File: config.mk
export PLATFORM = sky130hd
export DESIGN_NAME = vmem_fill
export DESIGN_NICKNAME = d
export VERILOG_FILES = /design/src/rtl/vmem_pkg.sv /design/src/rtl/vmem_fill_clip.sv /design/src/rtl/vmem_fill.sv
export SDC_FILE = /design/constraint.sdc
export NUM_CORES = 1
export LEC_CHECK = 0
export ABC_AREA = 1
export BUFFER_PORTS_ARGS = -buffer_cell sky130_fd_sc_hd__buf_2
export CORE_MARGIN = 5
export CORE_UTILIZATION = 50
export DETAILED_ROUTE_END_ITERATION = 10
export MAX_ROUTING_LAYER = met4
export PLACE_DENSITY = 0.74
export SYNTH_ARGS = -nofsm -noshare
export SYNTH_HDL_FRONTEND = slang
export SYNTH_SLANG_ARGS = --single-unit
File: constraint.sdc
create_clock -name clock -period 3.8 [get_ports clock]
set_input_delay 0.38 -clock clock [delete_from_list [all_inputs] [get_ports clock]]
set_output_delay 0.38 -clock clock [all_outputs]
set_load 0.005 [all_outputs]
File: src/rtl/vmem_pkg.sv
// vmem_pkg: shared sizes and FSM states for the rectangle-fill engine (WAIT_VB exists only with VMEM_FILL_VSYNC_EN)
package vmem_pkg;
  localparam int H_RES = 640;
  localparam int V_RES = 480;
  localparam int HW = 10;
  localparam int VW = 9;
  localparam int CW = 24;
  typedef enum logic [1:0] {
    IDLE,
`ifdef VMEM_FILL_VSYNC_EN
    WAIT_VB,
`endif
    FILL,
    DONE
  } state_t;
endpackage

File: src/rtl/vmem_fill_clip.sv
// vmem_fill_clip: clips a rectangle to the visible area and flags commands that write nothing
module vmem_fill_clip
  import vmem_pkg::*;
(
  input  logic [HW-1:0] x,
  input  logic [VW-1:0] y,
  input  logic [HW-1:0] w,
  input  logic [VW-1:0] h,
  output logic [HW-1:0] x_end,
  output logic [VW-1:0] y_end,
  output logic          empty
);
  localparam logic [HW:0] HL = (HW+1)'(H_RES);
  localparam logic [VW:0] VL = (VW+1)'(V_RES);
  logic [HW:0] xs;
  logic [VW:0] ys;
  assign xs = {1'b0, x} + {1'b0, w};
  assign ys = {1'b0, y} + {1'b0, h};
  assign x_end = xs > HL ? HL[HW-1:0] : xs[HW-1:0];
  assign y_end = ys > VL ? VL[VW-1:0] : ys[VW-1:0];
  assign empty = w == '0 || h == '0 || {1'b0, x} >= HL || {1'b0, y} >= VL;
endmodule

File: src/rtl/vmem_fill.sv
// vmem_fill: row-major solid rectangle fill into video memory; VMEM_FILL_VSYNC_EN holds each fill until vblank
module vmem_fill
  import vmem_pkg::*;
(
  input  logic          clock,
  input  logic          reset,
  input  logic          cmd_valid,
  output logic          cmd_ready,
  input  logic [HW-1:0] cmd_x,
  input  logic [VW-1:0] cmd_y,
  input  logic [HW-1:0] cmd_w,
  input  logic [VW-1:0] cmd_h,
  input  logic [CW-1:0] cmd_color,
`ifdef VMEM_FILL_VSYNC_EN
  input  logic          vblank,
`endif
  output logic          wr_en,
  input  logic          wr_ready,
  output logic [HW-1:0] wr_h,
  output logic [VW-1:0] wr_v,
  output logic [CW-1:0] wr_data,
  output logic          busy,
  output logic          done
);
`ifdef VMEM_FILL_VSYNC_EN
  localparam state_t START = WAIT_VB;
`else
  localparam state_t START = FILL;
`endif
  state_t state, next;
  logic [HW-1:0] xs, xe, cx_end;
  logic [VW-1:0] ye, cy_end;
  logic c_empty, last_col, last_row, accept;
  vmem_fill_clip u_clip (
    .x(cmd_x),
    .y(cmd_y),
    .w(cmd_w),
    .h(cmd_h),
    .x_end(cx_end),
    .y_end(cy_end),
    .empty(c_empty)
  );
  assign cmd_ready = state == IDLE;
  assign wr_en = state == FILL;
  assign done = state == DONE;
  assign busy = state != IDLE;
  assign accept = cmd_ready && cmd_valid;
  assign last_col = wr_h == xe - 1'b1;
  assign last_row = wr_v == ye - 1'b1;
  // state register
  always_ff @(posedge clock or posedge reset)
    if (reset) state <= IDLE;
    else state <= next;
  // next state: empty commands skip straight to DONE
  always_comb begin
    next = state;
    case (state)
      IDLE: next = cmd_valid ? (c_empty ? DONE : START) : IDLE;
`ifdef VMEM_FILL_VSYNC_EN
      WAIT_VB: next = vblank ? FILL : WAIT_VB;
`endif
      FILL: next = wr_ready && last_col && last_row ? DONE : FILL;
      DONE: next = IDLE;
      default: next = IDLE;
    endcase
  end
  // latch the clipped command, then step the write position on each accepted write
  always_ff @(posedge clock or posedge reset)
    if (reset) begin
      wr_h <= '0;
      wr_v <= '0;
      wr_data <= '0;
      xs <= '0;
      xe <= '0;
      ye <= '0;
    end else if (accept) begin
      wr_h <= cmd_x;
      wr_v <= cmd_y;
      wr_data <= cmd_color;
      xs <= cmd_x;
      xe <= cx_end;
      ye <= cy_end;
    end else if (wr_en && wr_ready && !(last_col && last_row)) begin
      wr_h <= last_col ? xs : wr_h + 1'b1;
      wr_v <= last_col ? wr_v + 1'b1 : wr_v;
    end
endmodule

# After elaboration in Yosys (flattened, before gate mapping)

Cells that the tools add are included.

Flip-flop bits (word level): 74
Bits of input ports: 66
Output and inout port bits: 47
Logic and storage cells: 50

Add/subtract/negate cells: 6
Magnitude comparators: 4
Equality and inequality tests: 4
Muxes and demuxes: 12
Reduce and logical (&&, ||, !) cells: 17

Operators by type and width:

| operator                                              | number |
|---|---|
| 2-to-1 mux 10 bit                                     | 4 |
| 2-to-1 mux 9 bit                                      | 4 |
| adder 10 x 10 -> 11 bit                               | 1 |
| > comparator 11 x 10 -> 1 bit (second input constant) | 1 |
| adder 10 x 1 -> 10 bit (second input constant)        | 1 |
| adder 9 x 9 -> 10 bit                                 | 1 |
| == test 10 bit                                        | 1 |
| >= comparator 10 bit (second input constant)          | 1 |
| > comparator 10 x 9 -> 1 bit (second input constant)  | 1 |
| logical NOT 10 bit                                    | 1 |
| subtractor 10 x 1 -> 10 bit (second input constant)   | 1 |
| adder 9 x 1 -> 9 bit (second input constant)          | 1 |
| == test 9 bit                                         | 1 |
| >= comparator 9 bit (second input constant)           | 1 |
| logical NOT 9 bit                                     | 1 |
| subtractor 9 x 1 -> 9 bit (second input constant)     | 1 |
| logical AND 1 bit                                     | 6 |
| 2-to-1 mux 2 bit                                      | 3 |
| nonzero test 2 bit                                    | 3 |
| one-hot mux 2 bit (2 select lines)                    | 1 |
| logical OR 1 bit                                      | 3 |
| == test 2 x 1 -> 1 bit (second input constant)        | 1 |
| == test 2 bit (second input constant)                 | 1 |
| logical NOT 2 bit                                     | 1 |
| other kinds (2)                                       | 2 |

# Depth between registers and ports, before layout

Depth in word-level cells: 7
Mapped depth: 18
Gate-level depth less buffers: 17

# Cells and area by module

From an unflattened synthesis, not the netlist that was laid out.

Cells, all modules: 885
Area total of the unflattened synthesis: 5833.1 um^2

By module, submodules not included:

| module         | times used | cells each | area an instance (um^2) | seq. area each (um^2) |
|---|---|---|---|---|
| vmem_fill      | 1          | 629        | 4379.2                  | 1851.8 |
| vmem_fill_clip | 1          | 256        | 1453.9                  | 0.0 |

# Least setup slack after synthesis

No wires, ideal clock.

Kind: input-to-reg
From: input cmd_x[0]
To: register xe[7]
Library setup time: 0.117 ns
Arrival time: 1.925 ns
Required time: 3.683 ns
Setup slack: 1.758 ns
Cell stages on the path: 12
Buffers on the path: 0
Cell sequence: ha_1 -> fa_1 -> nand3_1 -> nand2_1 -> nand3_1 -> nand2_1 -> a21oi_1 -> nor2_1 -> nor2_2 -> o211ai_1 -> nand2_1 -> nand2_1

Cells in the longest elaborated chain, start to end: 3

Ends and longest elaborated chain:

| what                          | RTL line             | text |
|---|---|---|
| start: declaration            | vmem_fill.sv:9       | `input logic [HW-1:0] cmd_x,` |
| adder 10 x 10 -> 11 bit *     | vmem_fill_clip.sv:17 | `assign xs = {1'b0, x} + {1'b0, w};` |
| > comparator 11 x 10 -> 1 bit | vmem_fill_clip.sv:19 | `assign x_end = xs > HL ? HL[HW-1:0] : xs[HW-1:0];` |
| 2-to-1 mux 10 bit *           | vmem_fill_clip.sv:19 |  |
| end signal: assignment        | vmem_fill.sv:81      | `xe <= cx_end;` |
| end: declaration              | vmem_fill.sv:31      | `logic [HW-1:0] xs, xe, cx_end;` |

Every way passes the cells marked *; elsewhere a longest branch is shown, timed or not.
A chain may end at the register's enable or synchronous reset.

# Worst setup path in the final report

From: register xe[0]
To: register wr_h[9]

Cells in the longest elaborated chain, start to end: 6
Elaborated cells on any way between the ends: 9
Classes of those cells: add/sub (1); eq/ne (1); mux (3); reduce/logical (4)

Ends and longest elaborated chain:

| what                          | RTL line        | text |
|---|---|---|
| subtractor 10 x 1 -> 10 bit * | vmem_fill.sv:48 | `assign last_col = wr_h == xe - 1'b1;` |
| == test 10 bit *              | vmem_fill.sv:48 |  |
| logical AND 1 bit             | vmem_fill.sv:83 | `end else if (wr_en && wr_ready && !(last_col && last_row)) begin` |
| logical NOT 1 bit             | vmem_fill.sv:83 |  |
| logical AND 1 bit             | vmem_fill.sv:83 |  |
| nonzero test 2 bit (no line)  | --              |  |
| end signal: assignment        | vmem_fill.sv:77 | `wr_h <= cmd_x;` |
| end signal: assignment        | vmem_fill.sv:84 | `wr_h <= last_col ? xs : wr_h + 1'b1;` |
| end: declaration              | vmem_fill.sv:19 | `output logic [HW-1:0] wr_h,` |

Every way passes the cells marked *; elsewhere a longest branch is shown, timed or not. The select of a mux whose other input is x is not followed.

==> summary by stage <==
Outcome
The run finished with clean final reports.

Floorplan
In this run the count of I/O pins placed on the die edge is 113. The floorplan has 37 rows. The floorplan step defined a core boundary enclosing 10100 µm². The floorplan step defined a die boundary enclosing 12400 µm².

The x dimension of the die is 111 µm. The floorplan die height is 111 µm. For this configuration, the core starts out at a cell density of 50.5%.

Flow run
The reported max-cap violation count is 0.

Timing
After routing, the total negative slack on setup checks comes to 0 ps. Once routing completed, OpenROAD measured the worst setup slack at 1290 ps. The minimum period implied by the final worst setup slack is 2510 ps.

The worst pin sits at a relative slew slack of 34.1%. The hold violation total from the final report came to 0. For this run, the top clock speed supported by timing is 398 MHz. In the finished design, the share of the clock period the worst path needs comes to 66.1%.

The post-route clock skew is 8.96 ps. The max-slew violation count was 0. The final setup violation count is 0. Setup repair after global routing left no endpoint under its margin.

The slew at the pin with the worst max-slew slack is 982 ps.

Synth
Synthesis handed over a netlist of 750 instances. The commonest cells after synthesis are sky130_fd_sc_hd__nand2_1, sky130_fd_sc_hd__dfrtp_1, sky130_fd_sc_hd__nand3_1. The combinational family with the most area after synthesis is simple AND/OR/NAND/NOR gates. By area the synthesized netlist is led by sky130_fd_sc_hd__dfrtp_1, sky130_fd_sc_hd__nand2_1, sky130_fd_sc_hd__nand3_1.

The number of register bits inferred by synthesis is 74. Summing the areas of all compound-gate instances in the mapped netlist gives 5.89% of the synthesized area. The post-synthesis share of cell area spent on full adders, half adders and majority gates is 6.41%. The most frequent cell after synthesis is sky130_fd_sc_hd__nand2_1. The synthesis warning total is 0. In this run, synthesis inferred 0 flip-flops with an integrated enable. The top cell type by total area after synthesis is sky130_fd_sc_hd__dfrtp_1. The net count of the mapped netlist is 841. The post-synthesis mux area share is 0%. The average instance in the mapped netlist occupies 6.82 µm². After synthesis, the share of flip-flops with an asynchronous set or reset is 100%. In this run the biggest area consumer among cell types represents 36.2% of the synthesized area. The simple-gate share of the synthesized area is 38.4%. The xor/xnor cell area share of the yosys netlist is 5.99%.

The number of different library cells used by synthesis comes to 36. The sequential share of the synthesized area is 36.2%. The post-synthesis cell area is 5120 µm².

The most used flip-flop cell after synthesis is sky130_fd_sc_hd__dfrtp_1.

Worst setup path
The worst endpoint required time is 4040 ps. Grouping stages by cell kind, the critical path spends the most delay in simple AND/OR/NAND/NOR gates. Together, buffers and inverters on the worst path number 1. The maximum net fanout on the critical path is 18. The cell that appears most often on the critical path is sky130_fd_sc_hd__nand2_1. STA classifies the critical path startpoint as a flop. Walking the worst path, the cells encountered are inv_2 > ha_1 > nand3_2 > nor2_1 > nand2_1 > nand3_1 > nand3_1 > nor2_1 > nand2_1 > nand2_2 > nand2_1 > nand2_1 > nand2_1 > nand2_1 > nand2_1. The worst setup path is of the reg -> reg kind.

The worst stage delay on the critical path is 430 ps. The kind of end point of the critical path is a flop. The arrival time reported for the critical path endpoint is 2760 ps. The slowest cell on the critical path is sky130_fd_sc_hd__dfrtp_1.

Drt
The detail-routed via count per cell is 5.14. The routed via count is 5137. The post-detailed-route count of antenna-violating nets is 0. The iteration count of the initial detailed-routing pass is 5. The detail-routed net length per standard cell is 13.8 µm. The DRC violations left is 0.

The final wirelength is 13.8 mm. The violation count after the first detailed-routing iteration is 273.

Power
Overall power consumption after layout is estimated at 0.00440 W. The cell leakage power is 3.38 nW. Across the VDD grid, the largest voltage drop is 0.375 mV. The power density normalized to cell area is 735 nW/µm².

CTS
After clock tree synthesis, the repair step resized 0 gates. The number of buffers inserted to repair setup after CTS is 0. CTS saw 74 sinks. In this run the number of H-tree levels came out at 3. After clock tree synthesis, the clock-pin slew on the worst setup and hold paths is 80 ps. The number of buffers on the longest clock path is 2.

TritonCTS built the clock tree. At the later pin of the worst-skew pair, clock insertion delay measures 360 ps. The cell chosen for the clock root is sky130_fd_sc_hd__clkbuf_8. The clock buffer count from CTS is 9. In this run, post-CTS hold repair placed 0 buffers.

Final layout
The total inserted antenna cells is 0. The final layout contains 949 nets. The count of filler cells inserted in the layout is 977.

Relative to the synthesized area, the layout overhead comes to 16.9%. The filler-free cell count of the finished design is 999. The post-route netlist has 17.1% of its cells at a drive strength greater than 1.

Placed design
The congestion estimate from routability-driven global placement came to 0.921. The count of input and output buffers is 112. The HPWL after detailed placement is 10.9 mm.

The instance count after placement with tap cells included is 983. The pre-CTS setup slack is 1310 ps.

Worst hold path
The path class of the tightest hold or removal check is in -> async.

Global routing
In the global route stage, overall resource usage came out at 23.9%. Global routing finished with a remaining overflow of 0. The number of global-route vias before repair is 4985.

The number of antenna violations at the first check in global routing is 0. The first global-routing pass estimated 23.6 mm of wire. The pin count of the biggest net entering global routing is 70.
## cell families after synthesis
group | Yosys count
compound gates | 54
xor+xnor | 35
fa+ha+maj | 25
buf+inv | 89
flops | 74
simple gates | 473
## final cells by class
class | instances | area, µm² | share of cell area, %
Multi-Input combinational cell | 587 | 2900 | 48.5
Sequential cell | 74 | 1850 | 30.9
Timing Repair Buffer | 116 | 591 | 9.87
Inverter | 70 | 263 | 4.39
Tap cell | 136 | 170 | 2.84
Clock buffer | 12 | 155 | 2.59
Clock inverter | 4 | 50.0 | 0.836
## power breakdown
group	leakage [nW]	switching [W]	total (W)	internal (W)
registers	0.933	0.000361	0.00150	0.00114
clock network	0.0986	0.000294	0.000632	0.000338
logic	2.35	0.00139	0.00227	0.000876
## metrics by stage
| stage | area, µm² | utilization (%) | hold slack (ps) |
|---|---|---|---|
| floorplan | 5120 | - | 439 |
| global placement | 5780 | 57.0 | 456 |
| detailed placement | 5780 | 57.0 | 463 |
| CTS | 5980 | 59.0 | 104 |
| global route | 5980 | 59.0 | 148 |
| finish | 5980 | 59.0 | 98.0 |
## path summary, 6_finish.rpt
check	startpoint	end	slack, ps	cells past startpoint
worst max-delay path	xe[0]$_DFFE_PP0P_	wr_h[9]$_DFFE_PP0P_	1290	15
worst min-delay path	reset	wr_data[21]$_DFFE_PP0P_	100	2
worst max register to register	xe[0]$_DFFE_PP0P_	wr_h[9]$_DFFE_PP0P_	1290	15
worst min register to register	xs[0]$_DFFE_PP0P_	xs[0]$_DFFE_PP0P_	480	2
max in group asynchronous	reset	wr_h[5]$_DFFE_PP0P_	2870	3
min in group clock	cmd_color[18]	wr_data[18]$_DFFE_PP0P_	210	3
## state kept, by name (all words and copies together), names as in the netlist
name / count
xe: 10
ye: 9
xs: 10
state: 2
wr_v: 9
wr_h: 10
wr_data: 24
## metal layers
metal	track usage (%)	wire, µm	up-vias
met5	-	0	-
li1	-	-	2604
met2	36.9	6120	173
met3	3.66	848	11
met4	7.38	175	0
met1	32.6	6680	2349
## cell usage in the layout, fill, tap and decap left out, drive strengths merged, types with 4 or more instances in the layout
cell type / n
nand3b: 6
xor2: 23
nor2: 53
nand4: 8
clkbuf: 12
inv: 68
a21oi: 14
buf: 116
nand2: 321
xnor2: 12
nor3: 8
ha: 23
a31oi: 4
nand3: 73
o21ai: 28
dfrtp: 74
Note: power is estimated with default switching activity, not from simulation.
